===== src/rtl/unified_mem_arbiter.sv =====
// Arbitrates an instruction-fetch port and a data port onto one single-port RAM (1-cycle read latency).
// Optional I-port starvation guard: define UNIFIED_MEM_ARBITER_STARVE_GUARD_EN.
module unified_mem_arbiter #(
    parameter int ADDR_W       = 32,
    parameter int STARVE_LIMIT = 4
) (
    input  logic              m_clock,
    input  logic              p_reset,
    input  logic              i_req,
    input  logic [ADDR_W-1:0] i_addr,
    input  logic              i_flush,
    output logic              i_gnt,
    output logic              i_rvalid,
    output logic [31:0]       i_rdata,
    input  logic              d_req,
    input  logic [ADDR_W-1:0] d_addr,
    input  logic [31:0]       d_wdata,
    input  logic              d_write,
    input  logic [1:0]        d_width,
    output logic              d_gnt,
    output logic              d_rvalid,
    output logic [31:0]       d_rdata,
    output logic              mem_cke,
    output logic [ADDR_W-1:0] mem_addr,
    output logic              mem_we,
    output logic [1:0]        mem_width,
    output logic [31:0]       mem_wdata,
    input  logic [31:0]       mem_rdata
);
    typedef enum logic [1:0] {IDLE, I_RESP, D_RESP} state_t;

    localparam logic [1:0] WIDTH_WORD = 2'b10;

    state_t state;
    state_t next_state;
    logic   resp_write;
    logic   fetch_ok;
    logic   i_promote;

    assign fetch_ok = i_req & ~i_flush;

`ifdef UNIFIED_MEM_ARBITER_STARVE_GUARD_EN
    localparam int CNT_W = $clog2(STARVE_LIMIT + 1);

    logic [CNT_W-1:0] starve_cnt;

    assign i_promote = (starve_cnt == CNT_W'(STARVE_LIMIT));

    always_ff @(posedge m_clock or posedge p_reset) begin
        if (p_reset)
            starve_cnt <= '0;
        else if (i_req && d_req && i_flush)
            starve_cnt <= starve_cnt;  // three-way collision leaves the count untouched
        else if (i_gnt || !i_req || i_flush)
            starve_cnt <= '0;
        else if (starve_cnt != CNT_W'(STARVE_LIMIT))
            starve_cnt <= starve_cnt + 1'b1;
    end
`else
    logic unused_starve_cfg;

    assign unused_starve_cfg = (STARVE_LIMIT > 0);
    assign i_promote         = 1'b0;
`endif

    always_comb begin
        // NOTE: defaults first, so no branch of this block can infer a latch.
        i_gnt = 1'b0;
        d_gnt = 1'b0;
        if (!p_reset) begin
            if (fetch_ok && i_promote)
                i_gnt = 1'b1;
            else if (d_req)
                d_gnt = 1'b1;
            else if (fetch_ok)
                i_gnt = 1'b1;
        end
    end

    assign mem_cke = i_gnt | d_gnt;

    always_comb begin
        mem_addr  = '0;
        mem_we    = 1'b0;
        mem_width = '0;
        mem_wdata = '0;
        if (d_gnt) begin
            mem_addr  = d_addr;
            mem_we    = d_write;
            mem_width = d_width;
            mem_wdata = d_wdata;
        end else if (i_gnt) begin
            mem_addr  = i_addr;
            mem_width = WIDTH_WORD;
        end
    end

    // Next state depends only on this cycle's grant, so responses pipeline back-to-back.
    always_comb begin
        next_state = IDLE;
        if (i_gnt)
            next_state = I_RESP;
        else if (d_gnt)
            next_state = D_RESP;
    end

    always_ff @(posedge m_clock or posedge p_reset) begin
        // NOTE: non-blocking assignments, so every flop samples values from before the edge.
        if (p_reset) begin
            state      <= IDLE;
            resp_write <= 1'b0;
        end else begin
            state      <= next_state;
            resp_write <= d_gnt & d_write;
        end
    end

    assign i_rvalid = (state == I_RESP) & ~i_flush;
    assign d_rvalid = (state == D_RESP);
    assign i_rdata  = i_rvalid ? mem_rdata : '0;
    assign d_rdata  = (d_rvalid && !resp_write) ? mem_rdata : '0;

endmodule


===== config.mk =====
export PLATFORM = sky130hd
export DESIGN_NAME = unified_mem_arbiter
export DESIGN_NICKNAME = d
export VERILOG_FILES = /design/src/rtl/unified_mem_arbiter.sv
export SDC_FILE = /design/constraint.sdc
export NUM_CORES = 1
export LEC_CHECK = 0
export CORE_AREA = 2 2 107 109
export CTS_BUF_LIST = sky130_fd_sc_hd__clkbuf_8
export DETAILED_ROUTE_END_ITERATION = 8
export DIE_AREA = 0 0 109 111
export GPL_TIMING_DRIVEN = 0
export MAX_ROUTING_LAYER = met4
export PLACE_DENSITY_LB_ADDON = 0.1
export SLEW_MARGIN = 40
export SYNTH_ARGS = -nofsm -noshare
export SYNTH_HDL_FRONTEND = slang
export SYNTH_SLANG_ARGS = --single-unit

===== constraint.sdc =====
create_clock -name m_clock -period 2.9 [get_ports m_clock]
set_input_delay 0.58 -clock m_clock [delete_from_list [all_inputs] [get_ports m_clock]]
set_output_delay 0.58 -clock m_clock [all_outputs]
set_load 0.01 [all_outputs]

== Word level (Yosys, flattened, before mapping) ==
Index checks and enable logic that the tools add are counted.

* Shift-type cells: 0
* Muxes and demuxes: 15
* $lt $le $gt $ge: 0
* Bitwise operators: 5
* Equal/unequal tests: 2
* Divide/modulo/power cells: 0
* $add $sub $neg: 0
* Multipliers: 0
* Reduce and logical (&&, ||, !) cells: 2

{| class="wikitable"
|+ Operators by type and width
! cell !! number
|-
| 32-bit 2-to-1 mux || 5
|-
| 2-bit 2-to-1 mux || 4
|-
| 1-bit 2-to-1 mux || 6
|-
| 1-bit bitwise AND || 3
|-
| 2-bit by 1-bit == test with 1-bit output (second input constant) || 1
|-
| 2-bit == test (second input constant) || 1
|-
| 1-bit logical AND || 1
|-
| 1-bit logical NOT || 1
|-
| 1-bit inverter || 1
|-
| 1-bit OR || 1
|}

* Register bits: 3
* Word-level logic and storage cells: 26
* RAM bits: 0
* Latch bits: 0
* Memory bits (read-only): 0
* Memories kept: 0

== Longest topological paths before layout ==
Gate-level depths: netlist of run 1.

* Word-level depth: 7
* Depth in mapped cells: 4

== Least setup slack after synthesis of run 1 ==
OpenSTA, ideal clock, no wires.

* Kind: input-to-output
* From: in i_flush
* To: out mem_width[1]
* Data arrival time: 1.297 ns
* Data required time: 2.320 ns
* Stages: 3
* Buffers on the path: 1
* Path slack: 1.023 ns
* Cell sequence: clkbuf_1 > or3b_1 > a21oi_1

* Word-level cells in the longest chain between the ends: 7

{| class="wikitable"
|+ Ends and longest elaborated chain
! item !! line !! source
|-
| from (decl) || 11 || <nowiki>input logic i_flush,</nowiki>
|-
| 1-bit inverter || 40 || <nowiki>assign fetch_ok = i_req & ~i_flush;</nowiki>
|-
| 1-bit bitwise AND || 40 ||
|-
| 1-bit 2-to-1 mux || 75 || <nowiki>else if (fetch_ok)</nowiki>
|-
| 1-bit 2-to-1 mux || 73 || <nowiki>else if (d_req)</nowiki>
|-
| 1-bit 2-to-1 mux || 70 || <nowiki>if (!p_reset) begin</nowiki>
|-
| 2-bit 2-to-1 mux || 92 || <nowiki>end else if (i_gnt) begin</nowiki>
|-
| 2-bit 2-to-1 mux || 87 || <nowiki>if (d_gnt) begin</nowiki>
|-
| to (decl) || 26 || <nowiki>output logic [1:0] mem_width,</nowiki>
|}

Every way passes these cells.

== Final worst setup path of run 1 ==
* From: in p_reset
* To: out mem_wdata[14]

* Word-level cells in the longest chain between the ends: 2

{| class="wikitable"
|+ Ends and longest elaborated chain
! item !! line !! source
|-
| from (decl) || 8 || <nowiki>input logic p_reset,</nowiki>
|-
| 1-bit 2-to-1 mux || 70 ||
|-
| 32-bit 2-to-1 mux || 87 ||
|-
| to (decl) || 27 || <nowiki>output logic [31:0] mem_wdata,</nowiki>
|}

Every way passes these cells.

==> results.yml, run 1 <==
setup_path:
  cp_slowest_cell: "clkdlybuf4s50_1"
  cp_top_family: "buffers and inverters"
  cpPeakStageDelay_ps: 550
  cp-start-kind: "primary input"
  path_cells: "clkdlybuf4s50_1, and2b_2, clkbuf_2, and2_1, clkdlybuf4s50_1"
  path_max_fanout: 10
  path_class: "in2out"
  crit_end: "mem_wdata[14]"
  critPathLaunch: "p_reset"
  cp_num_cells: 5
  worstPathArrival_ps: 2180
  required_ps: 2320
  critPathMostFrequentCell: "clkdlybuf4s50_1"
  critPathBufInv: 3
  end_kind: "output port"
synth:
  synth_top_area_share_pct: 39.9
  yosys-top-cells-count: "and2_1 (98), a21oi_1 (34), nand2_1 (33), nand4bb_1 (32), clkbuf_1 (19)"
  synth_most_common_cell: "and2_1"
  synth-async-reset-ratio_pct: 100
  ys_ff_latch: 3
  syn_avg_cell_area_um2: 6.51
  yosysWarnings: 0
  synth.distinct_cells: 15
  synthCells: 236
  synth_area_leaders: "and2_1 (40%), nand4bb_1 (23%), a21oi_1 (11%), nand2_1 (8.1%), dfrtp_1 (4.9%)"
  netlist_area_um2: 1540
  synth_nets: 372
  yosysTopAreaCell: "and2_1"
  synthFlopType: "dfrtp_1"
  synth-edff-count: 0
  yosysSeqAreaShare_pct: 4.89
status:
  outcome: "finished clean"
sta:
  slew-limit-headroom_pct: 76.5
  setup_viol: 0
  worst_hold_slack_ps: 951
  final_max_slew_viol_count: 0
  hold_viol: 0
  worst_slew_pin_slew_ps: 353
  max_freq_mhz: 362
  min_period_ps: 2760
  fin_crit_sh_pct: 95.2
  grt_setup_unrepaired: "false"
  fin_ws_ps: 140
clock_network:
  cts_buffer_depth: 2
  cts_htree_levels: 1
  cts_resized: 13
  cts_setup_buffers: 0
  numCtsBuffers: 3
  hold_buffers: 0
  cts_tree: "done"
  clkTransAtPathRegs_ps: 30
  clock_sinks: 3
  cts-root-buf: "clkbuf_8"
power_and_ir_drop:
  ir_drop_mv: 0.0478
  power_uw: 653
  p_per_area_nw_per_um2: 146
  leakage_nw: 1.67
placement:
  port_buffers: 271
  routabilityCongestion: 0.763
  hpwl_um: 7910
  dpl_worst_slack_ps: -438
  placed_cells: 650
min_path:
  hp-class: "in2reg"
global_routing:
  grt_pass1_wl_um: 13400
  grt_use_total_pct: 14.4
  overflow: 0
  grt_max_degree: 11
  grt_pass1_vias: 2656
  grt_antenna_before_repair: 0
routing:
  finalWirelength_um: 9170
  drc: 0
  drtPass1Iterations: 5
  drt_iter0_drc: 98
  via_per_inst: 4.03
  detail-route-antenna-nets: 0
  vias: 2633
  wl_per_cell_um: 14.0
final_layout:
  final_nets: 648
  antenna_cells: 0
  drive_gt1_share_pct: 4.89
  fillers: 1188
  fin_util_pct: 40.5
  fin_cells: 654
  area_growth_pct: 192
floorplan:
  start_util_pct: 13.9
  die_y_um: 111
  die_w_um: 109
  dieArea_um2: 12100
  core_area_um2: 11100
  ioPinCount: 272
  placementRows: 39
run:
  cap_viol_max_count: 0
-- layout by cell type, fill, tap and decap left out, drive strengths merged --
cell type      Yosys  routed
clkdlybuf4s50      0     267
and2              98      98
a21oi             34      34
nand2             33      33
nand4bb           32      32
clkbuf            19      22
buf                7       8
inv                2       3
dlygate4sd2        0       3
dfrtp              3       3
nor2b              2       2
nor3b              2       2
and2b              1       1
or2b               1       1
nor3               1       1
or3b               1       1
-- sequential cells by signal (all words and copies together), names as in the netlist --
signal and cells:
resp_write 1, state 2
-- logic make-up (layout without fill, tap and decap cells) --
family,count (synthesis),in the layout,share of synthesized area (%)
compound gates,34,34,11.1
buf+inv,28,303,8.23
simple gates,171,171,75.8
flops,3,3,4.89
-- layout make-up --
cell class              count  area [µm²]  area share [%]
clock inverters             1        3.75          0.0837
well taps                 143         179            3.99
clock buffers               3        41.3           0.921
flip-flops and latches      3        75.1            1.67
multi-input cells         205        1340            29.9
plain buffers              26         133            2.96
inverters                   2        7.51           0.167
repair buffers            271        2700            60.3
-- where the power goes --
part | total (mW) | switching (mW) | internal, mW
clock network | 0.117 | 0.0266 | 0.0900
logic | 0.491 | 0.166 | 0.325
registers | 0.0451 | 0.00132 | 0.0438
-- metal layers --
layer / track usage (%) / share of wire, % / wire [µm]
met4: 3.33 / 0.71 / 65
met1: 14.2 / 36 / 3260
met3: 3.12 / 11 / 995
met5: - / 0 / 0
met2: 27.9 / 53 / 4840
-- per-stage QoR --
step	TNS (ps)	instance area, µm²
after floorplan	0	1540
after CTS	0	4480
after global placement	-19610	4430
after detailed placement	-21580	4430
after global routing	0	4480
final	0	4480
-- how the worst min path moves through the flow --
stage | from | to | slack [ps] | cells past startpoint
3_3_place_gp | d_write | resp_write | 1180 | 2
4_1_cts | d_write | resp_write | 950 | 2
3_5_place_dp | d_write | resp_write | 1180 | 2
5_1_grt | d_write | resp_write | 960 | 2
2_1_floorplan | p_reset | resp_write | 740 | 3
6_report | d_write | resp_write | 950 | 2
Note: power is estimated with default switching activity, not from simulation.
==> run 2: changes to the inputs <==
- GPL_ROUTABILITY_DRIVEN: not set -> 0
==> results of run 2 <==
Final layout, timing and power as in run 1 (identical DEF).
==> run 3: changes to the inputs <==
- clock period: 2.9 -> 3.5 ns (I/O delays scaled with it)
==> results.yml, run 3 (same netlist as run 1, synthesis figures left out) <==
status:
  outcome: "finished clean"
sta:
  fin_ws_ps: 167
  setup_viol: 0
  grt_setup_unrepaired: "false"
  slew-limit-headroom_pct: 68.6
  min_period_ps: 3330
  fin_crit_sh_pct: 95.2
  max_freq_mhz: 300
  hold_viol: 0
  worst_hold_slack_ps: 1070
  worst_slew_pin_slew_ps: 471
  final_max_slew_viol_count: 0
setup_path:
  required_ps: 2800
  end_kind: "output port"
  path_max_fanout: 10
  worstPathArrival_ps: 2630
  path_class: "in2out"
  cp-start-kind: "primary input"
floorplan:
  die_y_um: 111
  placementRows: 39
  start_util_pct: 13.9
  dieArea_um2: 12100
  die_w_um: 109
  core_area_um2: 11100
  ioPinCount: 272
final_layout:
  largest-register: "state"
  final_nets: 648
  antenna_cells: 0
  area_growth_pct: 192
  drive_gt1_share_pct: 2.94
  largestRegisters: "state (2), resp_write (1)"
  layout_commonest_cell: "clkdlybuf4s50_1"
  final_cell_mix: "clkdlybuf4s50_1 (270), and2_1 (98), a21oi_1 (34), nand2_1 (33), nand4bb_1 (32)"
  largest_reg_flops: 2
routing:
  finalWirelength_um: 9150
  detail-route-antenna-nets: 0
  drt_iter0_drc: 99
  vias: 2626
  wl_per_cell_um: 14.0
  via_per_inst: 4.02
  drc: 0
  drtPass1Iterations: 5
clock_network:
  clock_sinks: 3
  cts-root-buf: "clkbuf_8"
  cts_tree: "done"
  cts_htree_levels: 1
  cts_setup_buffers: 0
  numCtsBuffers: 3
  clkTransAtPathRegs_ps: 30
  hold_buffers: 0
  cts_buffer_depth: 2
global_routing:
  grt_antenna_before_repair: 0
  grt_max_degree: 11
  grt_pass1_vias: 2653
  grt_pass1_wl_um: 13300
  grt_use_total_pct: 14.4
  overflow: 0
run:
  cap_viol_max_count: 0
min_path:
  hp-class: "in2reg"
  min_from: "d_write"
  whs_endpoint: "resp_write"
  whs_path_depth: 2
power_and_ir_drop:
  leakage_nw: 1.65
  ir_drop_mv: 0.0409
  p_per_area_nw_per_um2: 121
  power_uw: 541
placement:
  hpwl_um: 7910
  dpl_worst_slack_ps: -78.5
  port_buffers: 271
run 3: layout make-up:
class / instances / area [µm²]
Sequential cell: 3 / 75.1
Fill cell: 1182 / 6590
Inverter: 2 / 7.51
Clock inverter: 1 / 3.75
Multi-Input combinational cell: 205 / 1340
Buffer: 26 / 123
Timing Repair Buffer: 271 / 2720
Tap cell: 143 / 179
Clock buffer: 3 / 41.3
run 3: worst max-delay path by stage:
stage | start | to
global route | d_req | mem_wdata[7]
floorplan | i_flush | mem_width[1]
detailed placement | i_flush | i_rdata[17]
finish | i_req | mem_addr[6]
CTS | i_flush | i_rdata[10]
global placement | i_flush | i_rdata[17]
run 3: critical path: stages:
cell,delay [ps]
clkdlybuf4s50_1,620
clkbuf_1,390
nand4bb_1,170
a21oi_1,180
clkdlybuf4s50_1,570
run 3: metal layers:
metal  global-route usage [%]  vias up  wire (µm)
met5                        -        -          0
met1                     14.2     1129       3240
met4                     3.33        0         65
li1                         -     1339          -
met2                     27.9      156       4830
met3                     3.12        2       1010
run 3: power by group:
group	total, mW	switching, mW	leakage, nW	internal (mW)
combinational	0.407	0.137	1.59	0.270
sequential	0.0374	0.00109	0.0401	0.0363
clock	0.0966	0.0220	0.0269	0.0746
run 3: metrics by stage:
step	instance area, µm²	setup TNS, ps	utilization, %	std cells
6_report	4480	0	40.5	654
4_1_cts	4480	0	40.4	654
5_1_grt	4480	0	40.5	654
2_1_floorplan	1540	0	-	236
3_5_place_dp	4430	-662	40.0	650
3_3_place_gp	4430	-644	40.0	650
run 3: repair_timing:
item,CTS,global route
gates resized for setup,2,5
hold endpoints to repair,0,0
setup endpoints to repair,19,18
